$ cat config.mk
export PLATFORM = sky130hd
export DESIGN_NAME = keccak_lane_buffer
export DESIGN_NICKNAME = d
export VERILOG_FILES = /design/src/rtl/keccak_lane_buffer.sv
export SDC_FILE = /design/constraint.sdc
export NUM_CORES = 2
export LEC_CHECK = 0
export CAP_MARGIN = 20
export CELL_PAD_IN_SITES_DETAIL_PLACEMENT = 1
export CELL_PAD_IN_SITES_GLOBAL_PLACEMENT = 1
export CORE_AREA = 3 3 583 585
export CTS_CLUSTER_DIAMETER = 100
export CTS_CLUSTER_SIZE = 30
export DETAILED_ROUTE_END_ITERATION = 7
export DIE_AREA = 0 0 586 588
export PLACE_DENSITY_LB_ADDON = 0.1
export SYNTH_ARGS = -nofsm -noshare
export SYNTH_HDL_FRONTEND = slang
export SYNTH_SLANG_ARGS = --single-unit
$ cat constraint.sdc
create_clock -name clk -period 2.9 [get_ports clk]
set_input_delay 0.435 -clock clk [delete_from_list [all_inputs] [get_ports clk]]
set_output_delay 0.435 -clock clk [all_outputs]
set_load 0.02 [all_outputs]
$ cat src/rtl/keccak_lane_buffer.sv
// Lane-stream endpoint: absorbs 64-bit lanes into the SHA3 rate buffer, drives the permutation
// start/done handshake and streams the digest out. Define KECCAK_PAD_EN for hardware SHA3 padding.
module keccak_lane_buffer #(
   parameter int RATE_LANES = 17,
   parameter int OUT_LANES  = 4
) (
   input  logic                       clk,
   input  logic                       rst_n,
   input  logic                       start,
   input  logic [63:0]                din,
   input  logic                       din_valid,
   input  logic                       last_block,
   output logic                       buffer_full,
   output logic                       ready,
   output logic [63:0]                dout,
   output logic                       dout_valid,
   output logic                       perm_start,
   output logic                       perm_last,
   output logic [64*RATE_LANES-1:0]   block_o,
   input  logic                       perm_done,
   input  logic [64*OUT_LANES-1:0]    digest_i
);

   localparam int CW = $clog2(RATE_LANES + 1);
   localparam int AW = (RATE_LANES > 1) ? $clog2(RATE_LANES) : 1;
   localparam int IW = (OUT_LANES > 1) ? $clog2(OUT_LANES) : 1;
   localparam logic [CW-1:0] CNT_FULL = CW'(RATE_LANES);

   typedef enum logic [2:0] {
      S_IDLE,
      S_ABSORB,
      S_PAD,
      S_PERM,
      S_SQUEEZE
   } state_t;

   state_t              r_state;
   logic [63:0]         r_buf [RATE_LANES];
   logic [63:0]         r_dig [OUT_LANES];
   logic [CW-1:0]       r_cnt;
   logic [IW-1:0]       r_idx;
   logic                r_last_pend;
   logic                r_perm_start;
   logic                r_perm_last;
   logic                r_dout_valid;
   logic [63:0]         r_dout;

   logic                w_full;
   logic                w_ready;
   logic [AW-1:0]       w_idx;
   logic [64*RATE_LANES-1:0] w_block;

   assign w_full  = (r_cnt == CNT_FULL);
   assign w_ready = ((r_state == S_IDLE) || (r_state == S_ABSORB)) && !w_full;
   assign w_idx   = AW'(r_cnt);

   always_comb begin
      w_block = '0;
      for (int unsigned i = 0; i < RATE_LANES; i++) begin
         w_block[64*i +: 64] = r_buf[i];
      end
   end

   assign buffer_full = w_full;
   assign ready       = w_ready;
   assign block_o     = w_block;
   assign perm_start  = r_perm_start;
   assign perm_last   = r_perm_last;
   assign dout        = r_dout;
   assign dout_valid  = r_dout_valid;

   always_ff @(posedge clk or negedge rst_n) begin
      if (!rst_n) begin
         r_state      <= S_IDLE;
         r_cnt        <= '0;
         r_idx        <= '0;
         r_last_pend  <= 1'b0;
         r_perm_start <= 1'b0;
         r_perm_last  <= 1'b0;
         r_dout_valid <= 1'b0;
         r_dout       <= '0;
         for (int unsigned i = 0; i < RATE_LANES; i++) r_buf[i] <= '0;
         for (int unsigned i = 0; i < OUT_LANES; i++)  r_dig[i] <= '0;
      end else begin
         r_perm_start <= 1'b0;
         r_dout_valid <= 1'b0;
         r_dout       <= '0;
         // start wins in every state; a lane strobed alongside it lands in lane 0
         if (start) begin
            for (int unsigned i = 0; i < RATE_LANES; i++) r_buf[i] <= '0;
            r_cnt       <= '0;
            r_idx       <= '0;
            r_last_pend <= 1'b0;
            r_perm_last <= 1'b0;
            if (din_valid) begin
               r_buf[0] <= din;
               r_cnt    <= CW'(1);
            end
            r_state <= last_block ? S_PAD : S_ABSORB;
         end else begin
            case (r_state)
               S_IDLE: ;
               S_ABSORB: begin
                  if (din_valid && !w_full) begin
                     r_buf[w_idx] <= din;
                     r_cnt        <= r_cnt + CW'(1);
                  end
                  if (last_block) begin
                     r_state <= S_PAD;
                  end else if (w_full) begin
                     r_state      <= S_PERM;
                     r_perm_start <= 1'b1;
                     r_perm_last  <= 1'b0;
                  end
               end
               S_PAD: begin
                  r_state      <= S_PERM;
                  r_perm_start <= 1'b1;
`ifdef KECCAK_PAD_EN
                  // a message ending exactly on a block boundary needs an extra padding-only block
                  if (w_full) begin
                     r_last_pend <= 1'b1;
                     r_perm_last <= 1'b0;
                  end else begin
                     r_buf[w_idx][7:0]              <= r_buf[w_idx][7:0] ^ 8'h06;
                     r_buf[RATE_LANES-1][63:56]     <= r_buf[RATE_LANES-1][63:56] ^ 8'h80;
                     r_last_pend                    <= 1'b0;
                     r_perm_last                    <= 1'b1;
                  end
`else
                  r_perm_last <= 1'b1;
`endif
               end
               S_PERM: begin
                  if (perm_done) begin
                     if (r_perm_last) begin
                        for (int unsigned i = 0; i < OUT_LANES; i++) begin
                           r_dig[i] <= digest_i[64*i +: 64];
                        end
                        r_idx       <= '0;
                        r_perm_last <= 1'b0;
                        r_state     <= S_SQUEEZE;
                     end else begin
                        for (int unsigned i = 0; i < RATE_LANES; i++) r_buf[i] <= '0;
                        r_cnt   <= '0;
                        r_state <= r_last_pend ? S_PAD : S_ABSORB;
                     end
                  end
               end
               S_SQUEEZE: begin
                  r_dout       <= r_dig[r_idx];
                  r_dout_valid <= 1'b1;
                  r_idx        <= r_idx + IW'(1);
                  if (r_idx == IW'(OUT_LANES - 1)) r_state <= S_IDLE;
               end
               default: r_state <= S_IDLE;
            endcase
         end
      end
   end

endmodule

==> metrics.txt <==
Logic pwr share 16.5%; Root Buffer clkbuf_16; Final Max Slew Viols 0; GPL Wtd Cong 0.755; vias in the first global route 41174; CP bufs+invs 3; Int Pwr around 33 mW; crit path DAT ~3400 ps; Synth cell types 48; Max-slew headroom approximately 28%; die area around 0.34 mm^2; kind of critical path reg2reg; Starting Density between 10% and 20%; crit path cell chain buf_4, inv_1, ha_1, nor4b_2, nand3_1, a211oi_4, buf_12, a22o_1; clk sink count roughly 1400; Yosys warnings 0; DIE HEIGHT slightly below 600 um; Post-synth ARST share 100%; I/O pins about 1500; Final ANT Viol Nets 0; Worst-Skew Late Latency 870 ps; DRC Markers 0; Critical Path Max Stage Delay around 530 ps; Tmin final between 2000 and 3000 ps; Max IR drop VDD approximately 500 uV; Num CTS Buffers 107; global route overflow 0; syn nets around 3800; CTS tree yes; fin crit share 91.3%; overall routing resource usage between 15 and 20%; first-pass GRT wire length 423000 um; dominant synthesized flop cell dfrtp_1; Mean Syn Cell Area roughly 15 um^2; final wirelength between 300000 and 400000 um; Vias 39035; Die Span X about 600 um; worst path required time 3670 ps; H-Tree Depth 3; Final Hold Viols 0; MaxCap Viol Count 0; nets@finish just over 5000; design area 0.0781 mm^2; number of synthesized register bits ~1400; TNS Setup 0 ps; fmax around 380 MHz; area delta synth->final 48.9%; pwr/cell area 608 mW/mm^2; initial DRC count 2425; CP Launch Type register; switching pwr 14.9 mW; share of power burned in registers a little under half; EDFF count, synth 0; initial antenna violation count 96; core area 0.336 mm^2; Hold Crit Class in2async; instance count of the mapped netlist 3435; Vias/cell 4.17; WL per Instance around 34 um; Layout Cells excl Fill between 9000 and 10000; Mapped Area 0.0525 mm^2; # setup viols final 0; slew of the pin with the lowest slew margin roughly 1100 ps; Worst Path Max Fanout 35; layout cells sized above 1 16.1%; Hold Slack a little under 80 ps; RSZ-0062 raised after global routing false; nature of the critical path endpoint register; Clock transition at path regs about 90 ps; Placed Area between 0.07 and 0.08 mm^2; Top delay family on crit path compound AO/OA/AOI/OAI gates; Seq/Total Area, Yosys between 60 and 70%; sw frac 31.3%; status finished clean; Port Buffers approximately 1500; Rows around 210; share of total power in the clock network ~37%; HPWL Detailed about 230000 um; largest net degree at the start of global routing between 80 and 90; Initial DRT Pass Iterations 8; CTS Buffer Depth 4; Clock Skew 61.1 ps; Worst path slowest cell a211oi_4; final core occ between 20% and 30%; P_leak ~34 nW; Post-Place Cells between 9000 and 10000
cell type report:
type	instances	area [um^2]
inverters	7	26.3
repair buffers	1705	17600
multi-input cells	1597	15400
fillers	36423	258000
flip-flops and latches	1421	35600
well taps	4407	5510
clock inverters	77	1120
clock buffers	120	2780
diodes	33	82.6
worst paths after layout:
check | startpoint | to | slack [ps] | cells after the start
worst max register to register | r_cnt[0] | block_o[57] | 250 | 8
worst min register to register | block_o[723] | block_o[723] | 500 | 1
worst max-delay path | r_cnt[0] | block_o[57] | 250 | 8
worst min-delay path | rst_n | block_o[812] | 80 | 2
min in group clk | digest_i[11] | r_dig[203] | 190 | 2
max in group asynchronous | rst_n | r_dig[116] | 1590 | 4
per-layer routing:
layer	track usage, %	part of all wire, %	vias to the layer above
met4	5.14	3.2	70
met5	0	0.14	-
met3	6.05	8.4	341
met2	29.7	47	1426
met1	22.1	41	21299
li1	-	-	15899
kinds of logic after synthesis:
kind of cell / share of synthesized area [%]
flip-flops: 67.8
AO/OA/AOI/OAI: 18.9
buffers and inverters: 3.22
AND/OR/NAND/NOR: 1.70
adder cells (fa/ha/maj): 0.119
multiplexers: 8.26
layout by cell type (no fill, tap or decap), drive strengths merged, types with 14 or more instances in the layout:
cell type,synthesis,final
clkdlybuf4s50,0,1459
dfrtp,1421,1421
a22o,1089,1089
mux2,257,257
buf,145,245
clkbuf,265,120
and3,66,66
mux4,64,64
inv,6,35
diode,0,33
clkinv,1,33
o211ai,14,14
worst register-to-register path: stages, from the launching register on:
cell,delay [ps]
dfrtp_1,390
buf_4,150
inv_1,70
ha_1,290
nor4b_2,410
nand3_1,190
a211oi_4,530
buf_12,290
a22o_1,270
synth_stat cells, types with 2 or more instances:
library cell	instances	area share, %
buf_6	6	0.13
nand3_1	4	0.038
clkbuf_1	265	1.9
nor3_2	5	0.095
nand4bb_1	2	0.043
dfrtp_1	1421	68
nand3b_1	2	0.029
ha_1	5	0.12
inv_1	6	0.043
buf_1	74	0.53
o211ai_1	5	0.072
a22o_1	1089	18
nand2b_1	4	0.048
o2bb2ai_1	3	0.050
nand4_1	2	0.024
nor3b_1	11	0.16
nand4b_1	3	0.050
o21ai_0	8	0.076
buf_2	65	0.62
nand2_1	7	0.050
a21oi_1	8	0.076
nor2b_1	3	0.036
nor3_1	4	0.038
nor2_1	9	0.064
mux2_2	257	5.5
and3_1	66	0.79
mux4_2	64	2.7
a211o_1	4	0.067
nor4b_1	6	0.10
o211ai_2	9	0.21
state kept, by name, indices dropped and copies added (netlist names):
register and cells:
block_o 1088, r_dig 256, dout 64, r_cnt 5, r_state 3, r_idx 2, dout_valid 1, perm_last 1
perm_start 1
stage by stage:
step           setup slack (ps)  total power [mW]
6_report                    253              47.5
5_1_grt                    77.3              49.8
4_1_cts                    46.4              48.7
3_5_place_dp               -619              30.7
3_3_place_gp               -645              30.6
2_1_floorplan               509              25.9
power groups by stage:
| stage | registers, mW | logic (mW) | clock network, mW |
|---|---|---|---|
| finish | 22.2 | 7.86 | 17.5 |
| floorplan | 22.8 | 3.11 | 0 |
| detailed placement | 22.6 | 8.13 | 0 |
| global placement | 22.6 | 8.06 | 0 |
| global route | 22.4 | 8.43 | 19.0 |
| CTS | 22.2 | 8.16 | 18.3 |
repair_timing:
| action | 4_1_cts | 5_1_grt |
|---|---|---|
| hold buffers | 1 | 0 |
| pin swaps | 0 | 1 |
| resized for setup | 3 | 2 |
| setup buffers | 2 | 1 |
| endpoints found under the setup margin | 65 | 42 |
| hold endpoints to repair | 413 | 0 |
No activity file was read; power rests on OpenSTA's default activity.
